--- config.mk ---
export PLATFORM = sky130hd
export DESIGN_NAME = hub75_fill_swap_ctrl
export DESIGN_NICKNAME = d
export VERILOG_FILES = /design/src/rtl/hub75_fill_swap_ctrl.sv
export SDC_FILE = /design/constraint.sdc
export NUM_CORES = 1
export LEC_CHECK = 0
export CAP_MARGIN = 10
export CORE_UTILIZATION = 40
export CTS_BUF_LIST = sky130_fd_sc_hd__clkbuf_4
export CTS_CLUSTER_SIZE = 28
export DETAILED_ROUTE_END_ITERATION = 16
export PLACE_DENSITY = 0.73
export SYNTH_ARGS = -nofsm -noshare
export SYNTH_HDL_FRONTEND = slang
export SYNTH_SLANG_ARGS = --single-unit
--- constraint.sdc ---
create_clock -name clk -period 4.85 [get_ports clk]
set_clock_uncertainty 0.2 [all_clocks]
set_input_delay 0.97 -clock clk [delete_from_list [all_inputs] [get_ports clk]]
set_output_delay 0.97 -clock clk [all_outputs]
set_load 0.05 [all_outputs]
--- src/rtl/hub75_fill_swap_ctrl.sv ---
// Sequencer for the HUB75 driver's double-buffered framebuffer: solid rectangle
// fills into the back buffer and vsync-aligned front/back swaps, mastering the driver bus.
module hub75_fill_swap_ctrl #(
    parameter int          ROWS     = 64,
    parameter int          COLS     = 64,
    parameter logic [31:0] BASEADDR = 32'h81100000,
    parameter logic [31:0] HUB_BASE = 32'h81000000
) (
    input  logic        clk,
    input  logic        rst_n,
    input  logic [31:0] addr,
    input  logic [31:0] wdata,
    input  logic [3:0]  wmask,
    input  logic        wen,
    input  logic        ren,
    output logic [31:0] rdata,
    output logic        ready,
    output logic        active,
    output logic [31:0] m_addr,
    output logic [31:0] m_wdata,
    output logic [3:0]  m_wmask,
    output logic        m_wen,
    output logic        m_ren,
    input  logic [31:0] m_rdata,
    input  logic        m_ready,
    output logic        irq
);
    localparam int          XW        = $clog2(COLS);
    localparam int          YW        = $clog2(ROWS);
    localparam logic [31:0] CTRL_ADDR = HUB_BASE + 32'(ROWS * COLS * 8);
    localparam logic [6:0]  X_MAX     = 7'(COLS - 1);
    localparam logic [6:0]  Y_MAX     = 7'(ROWS - 1);

    typedef enum logic [3:0] {
        IDLE, F_REQ, F_GAP, S_CLR, S_GAP0, S_POLL, S_GAP1, S_SEL, S_GAP2
    } state_t;

    state_t      state;
    logic        busy, swap_pend, front, err;
    logic [5:0]  rect_x0, rect_y0, rect_w, rect_h;
    logic [23:0] color;

    // Fill geometry is snapshotted at START so register writes during a fill only affect the next one.
    logic [6:0]  f_x0, f_xl, f_yl, cur_x, cur_y;
    logic [23:0] f_color;
    logic        f_empty;

    logic [31:0] offset;
    logic [1:0]  reg_sel;
    logic        wr, rd;
    logic [31:0] rd_val;
    logic [6:0]  x_end, y_end, x_last, y_last;
    logic        rect_empty;
    logic        unused_bits;

    function automatic logic [31:0] pix_addr(input logic b, input logic [YW-1:0] y,
                                             input logic [XW-1:0] x);
        logic [XW+YW:0] idx;
        idx = {b, y, x};
        return HUB_BASE + (32'(idx) << 2);
    endfunction

    assign offset  = addr - BASEADDR;
    assign active  = offset < 32'd12;
    assign reg_sel = offset[3:2];
    assign wr      = active & wen;
    assign rd      = active & ren;
    assign unused_bits = ^{offset[31:4], offset[1:0], wdata[31:30], m_rdata[31:9], m_rdata[7:0]};

    always_comb begin
        x_end      = {1'b0, rect_x0} + {1'b0, rect_w};
        y_end      = {1'b0, rect_y0} + {1'b0, rect_h};
        x_last     = (x_end > X_MAX) ? X_MAX : x_end;
        y_last     = (y_end > Y_MAX) ? Y_MAX : y_end;
        rect_empty = ({1'b0, rect_x0} > X_MAX) || ({1'b0, rect_y0} > Y_MAX);
        rd_val     = '0;
        case (reg_sel)
            2'd0:    rd_val = {26'd0, err, front, swap_pend, busy, 2'b00};
            2'd1:    rd_val = {2'b0, rect_h, 2'b0, rect_w, 2'b0, rect_y0, 2'b0, rect_x0};
            2'd2:    rd_val = {8'd0, color};
            default: rd_val = '0;
        endcase
    end

    always_ff @(posedge clk or negedge rst_n) begin
        if (!rst_n) begin
            state     <= IDLE;
            rdata     <= '0;
            ready     <= 1'b0;
            irq       <= 1'b0;
            m_addr    <= '0;
            m_wdata   <= '0;
            m_wmask   <= '0;
            m_wen     <= 1'b0;
            m_ren     <= 1'b0;
            busy      <= 1'b0;
            swap_pend <= 1'b0;
            front     <= 1'b0;
            err       <= 1'b0;
            rect_x0   <= '0;
            rect_y0   <= '0;
            rect_w    <= '0;
            rect_h    <= '0;
            color     <= '0;
            f_x0      <= '0;
            f_xl      <= '0;
            f_yl      <= '0;
            f_color   <= '0;
            f_empty   <= 1'b0;
            cur_x     <= '0;
            cur_y     <= '0;
        end else begin
            ready <= active & (wen | ren);
            rdata <= rd ? rd_val : '0;
            irq   <= 1'b0;

            if (wr) begin
                case (reg_sel)
                    2'd0: if (wmask[0]) begin
                        if (wdata[5]) err <= 1'b0;
                        if (wdata[0]) begin
                            if (busy) begin
                                err <= 1'b1;
                            end else begin
                                busy    <= 1'b1;
                                f_empty <= rect_empty;
                                f_x0    <= {1'b0, rect_x0};
                                f_xl    <= x_last;
                                f_yl    <= y_last;
                                f_color <= color;
                                cur_x   <= {1'b0, rect_x0};
                                cur_y   <= {1'b0, rect_y0};
                            end
                        end
                        if (wdata[1]) swap_pend <= 1'b1;
                    end
                    2'd1: begin
                        if (wmask[0]) rect_x0 <= wdata[5:0];
                        if (wmask[1]) rect_y0 <= wdata[13:8];
                        if (wmask[2]) rect_w  <= wdata[21:16];
                        if (wmask[3]) rect_h  <= wdata[29:24];
                    end
                    2'd2: begin
                        if (wmask[0]) color[7:0]   <= wdata[7:0];
                        if (wmask[1]) color[15:8]  <= wdata[15:8];
                        if (wmask[2]) color[23:16] <= wdata[23:16];
                    end
                    default: ;
                endcase
            end

            // Each request is followed by an idle cycle so the driver's stale ready never completes the next one.
            case (state)
                IDLE: begin
                    if (busy) begin
                        if (f_empty) begin
                            busy <= 1'b0;
                            irq  <= 1'b1;
                        end else begin
                            state   <= F_REQ;
                            m_wen   <= 1'b1;
                            m_addr  <= pix_addr(~front, cur_y[YW-1:0], cur_x[XW-1:0]);
                            m_wdata <= {8'd0, f_color};
                            m_wmask <= 4'b0111;
                        end
                    end else if (swap_pend) begin
                        state   <= S_CLR;
                        m_wen   <= 1'b1;
                        m_addr  <= CTRL_ADDR;
                        m_wdata <= 32'h0000_0100;
                        m_wmask <= 4'b0010;
                    end
                end
                F_REQ: if (m_ready) begin
                    m_wen <= 1'b0;
                    state <= F_GAP;
                    if (cur_x == f_xl) begin
                        cur_x <= f_x0;
                        if (cur_y == f_yl) begin
                            busy <= 1'b0;
                            irq  <= 1'b1;
                        end else begin
                            cur_y <= cur_y + 7'd1;
                        end
                    end else begin
                        cur_x <= cur_x + 7'd1;
                    end
                end
                F_GAP: begin
                    if (busy) begin
                        state  <= F_REQ;
                        m_wen  <= 1'b1;
                        m_addr <= pix_addr(~front, cur_y[YW-1:0], cur_x[XW-1:0]);
                    end else begin
                        state <= IDLE;
                    end
                end
                S_CLR: if (m_ready) begin
                    m_wen <= 1'b0;
                    state <= S_GAP0;
                end
                S_GAP0: begin
                    state   <= S_POLL;
                    m_ren   <= 1'b1;
                    m_addr  <= CTRL_ADDR;
                    m_wdata <= '0;
                    m_wmask <= '0;
                end
                S_POLL: if (m_ready) begin
                    m_ren <= 1'b0;
                    state <= m_rdata[8] ? S_GAP1 : S_GAP0;
                end
                S_GAP1: begin
                    state   <= S_SEL;
                    m_wen   <= 1'b1;
                    m_wdata <= {31'd0, ~front};
                    m_wmask <= 4'b0001;
                end
                S_SEL: if (m_ready) begin
                    m_wen     <= 1'b0;
                    front     <= ~front;
                    swap_pend <= 1'b0;
                    irq       <= 1'b1;
                    state     <= S_GAP2;
                end
                S_GAP2:  state <= IDLE;
                default: state <= IDLE;
            endcase
        end
    end
endmodule
==> flow_summary.toml <==
[floorplan]
die_w_um = 147
dieArea_um2 = 21600
io_pins = 210
die_h_um = 147
initial_core_util = 0.412
core_area_um2 = 20400
rows = 52

[routing]
drc = 0
vias = 6030
drt-initial-drc-count = 447
ant_nets = 0
viasPerCell = 5.10
wl_mm = 19.8
drtPass1Iterations = 5
detail_route.wl_per_cell_um = 16.7

[placed_design]
portBuffers = 147
place_area_um2 = 10100
dpl.hpwl_mm = 14.3
routabilityCongestion = 0.858

[synthesis]
syn_inst = 759
synth_cell_type_count = 51
async_flop_share = 1.00
yosys_warnings = 0
synth_ff_type = "dfrtp_1"
ys_seq_elements = 190
synth_seq_area_share = 0.565
synth_edf_count = 0
syn_avg_cell_area_um2 = 11.1
netlist_area_um2 = 8420

[cells_and_area]
fillers = 1887
final_nets = 1019
regArea_um2 = 4750
multiInputGateArea_um2 = 3350
drive_gt1_frac = 0.113
mostFrequentLayoutCells = "dfrtp_1, clkdlybuf4s50_1, nand2_1"
final_util = 0.508
area.growth.synth_to_final_pct = 23.2
fin_area_um2 = 10400
mostFrequentLayoutCell = "dfrtp_1"

[status]
status = "finished clean"

[clocking]
cts-root-buf = "clkbuf_4"
cts_resized = 0
cts.reportedPaths.clkPinSlew_ns = 0.16
htreeDepth = 4
ctsHoldBuffers = 0
cts.path.max_buffers = 2
cts_tree = "done"
cts_buffers = 17
cts_setup_buffers = 0
cts_sinks = 190
clkLatencyLatePin_ns = 0.57

[worst_setup_path]
path_buf_inv = 2
required_ns = 3.68
cpMaxStageDelayCell = "clkdlybuf4s50_1"
r2r-end = "f_xl[4]"
cp_max_fo = 8
timing.rr.start = "busy"
cp.arrival_ns = 2.54
end_kind = "output port"
critical-path-max-stage-delay_ns = 0.67
rrSetupSlack_ns = 2.07
crit_family = "buffers and inverters"
crit_chain = "clkdlybuf4s50_1 -> nand2_1 -> nand4b_1 -> nor3_2 -> buf_12"
rr_worst_depth = 5
start_kind = "input port"
critical_path_class = "in2out"

[worst_hold_path]
hp-start = "f_color[23]"
hold_depth = 2
hold_path.class = "reg2reg"
hold_path_end = "f_color[23]"

[timing]
worst_slew_pin_slew_ns = 1.18
setup_viol = 0
period_share = 0.766
fmax_ghz = 0.269
finalMaxSlewViolations = 0
tns_ns = 0
period_needed_ns = 3.71
rsz0062_at_grt = "false"
hold_viol_final = 0
slew_headroom = 0.211

[global_route]
gr-total-overflow = 0
grt_pass1_wl_mm = 32.3
grt.total_usage = 0.193
grt_pass1_vias = 5956
antenna_found_initial = 2
grt_start_max_net_pins = 134

[power_and_ir_drop]
p_leak_nw = 4.91
power_density_nw_per_um2 = 318
ir_drop_mv = 0.188

[run]
drv_cap = 0
## layer usage
layer	part of all wire	vias up	track usage	routed length (um)
met1	0.46	2949	0.270	9040
met4	0.012	0	0.0515	238
met5	0	-	0	0
li1	-	2874	-	-
met2	0.46	190	0.297	9190
met3	0.067	17	0.0503	1330
## worst max path at each step
stage                            to     start  slack, ns  cells after the start
after floorplan              active   addr[6]       1.66                      4
after global placement    color[18]  addr[15]       0.90                      7
after detailed placement  color[16]  addr[28]       0.90                      7
after CTS                    active  addr[28]       1.09                      5
after global routing         active  addr[27]       0.92                      5
final                        active   addr[2]       1.14                      5
## tightest hold or removal path: stages, from the launching register on
cell,delay [ns]
dfrtp_1,0.38
nand2_1,0.05
nand2_1,0.04
## where the power goes
group | internal [mW] | switching [mW] | total [mW]
registers | 1.65 | 0.116 | 1.77
clock network | 0.324 | 0.577 | 0.901
logic | 0.234 | 0.395 | 0.629
total | 2.21 | 1.09 | 3.30
## flip-flops by register name (all words and copies together) (netlist names)
signal     cells
rect_w         6
cur_y          7
f_yl           7
f_x0           6
rect_y0        6
m_wmask        3
err            1
f_xl           7
irq            1
rect_x0        6
front          1
rect_h         6
m_addr        15
busy           1
state          4
cur_x          7
ready          1
rdata         30
m_wen          1
f_color       24
m_wdata       24
m_ren          1
swap_pend      1
color         24
## cells in the mapped netlist (13+ instances only)
cell type  number  share of area
buf_4          29          0.026
mux2_2         49          0.066
nor2_1         60          0.027
dfrtp_1       190           0.56
nand2_1       121          0.054
a22o_1         38          0.040
a21oi_1        29          0.017
clkbuf_1       17         0.0076
inv_1          14         0.0062
nand3_1        14         0.0083
a22oi_1        14          0.012
xnor2_1        17          0.018
and2_1         13         0.0097
ha_1           14          0.021
## final cells by class
| class | instances | area share |
|---|---|---|
| flip-flops and latches | 190 | 0.458 |
| multi-input cells | 519 | 0.323 |
| repair buffers | 156 | 0.151 |
| well taps | 270 | 0.0326 |
| clock inverters | 15 | 0.0170 |
| clock buffers | 17 | 0.0123 |
| inverters | 14 | 0.00507 |
| diodes | 2 | 0.000482 |
## cell families after synthesis
kind of cell             Yosys count  synth area share
multiplexers                      58            0.0763
other                              1          0.000446
AND/OR/NAND/NOR                  260             0.143
adder cells (fa/ha/maj)           16            0.0256
AO/OA/AOI/OAI                    130             0.111
flip-flops                       190             0.565
buffers and inverters             76            0.0501
XOR/XNOR                          28            0.0291
## per-stage QoR
step                setup WS [ns]  power [mW]  hold WS, ns  cells
floorplan                    1.66        2.23        0.238    785
global placement            0.904        2.41        0.251   1149
detailed placement          0.901        2.43        0.257   1149
CTS                          1.09        3.33        0.291   1181
global route                0.923        3.49        0.316   1182
finish                       1.14        3.30        0.286   1183
Power figures use the tool's default switching activity.
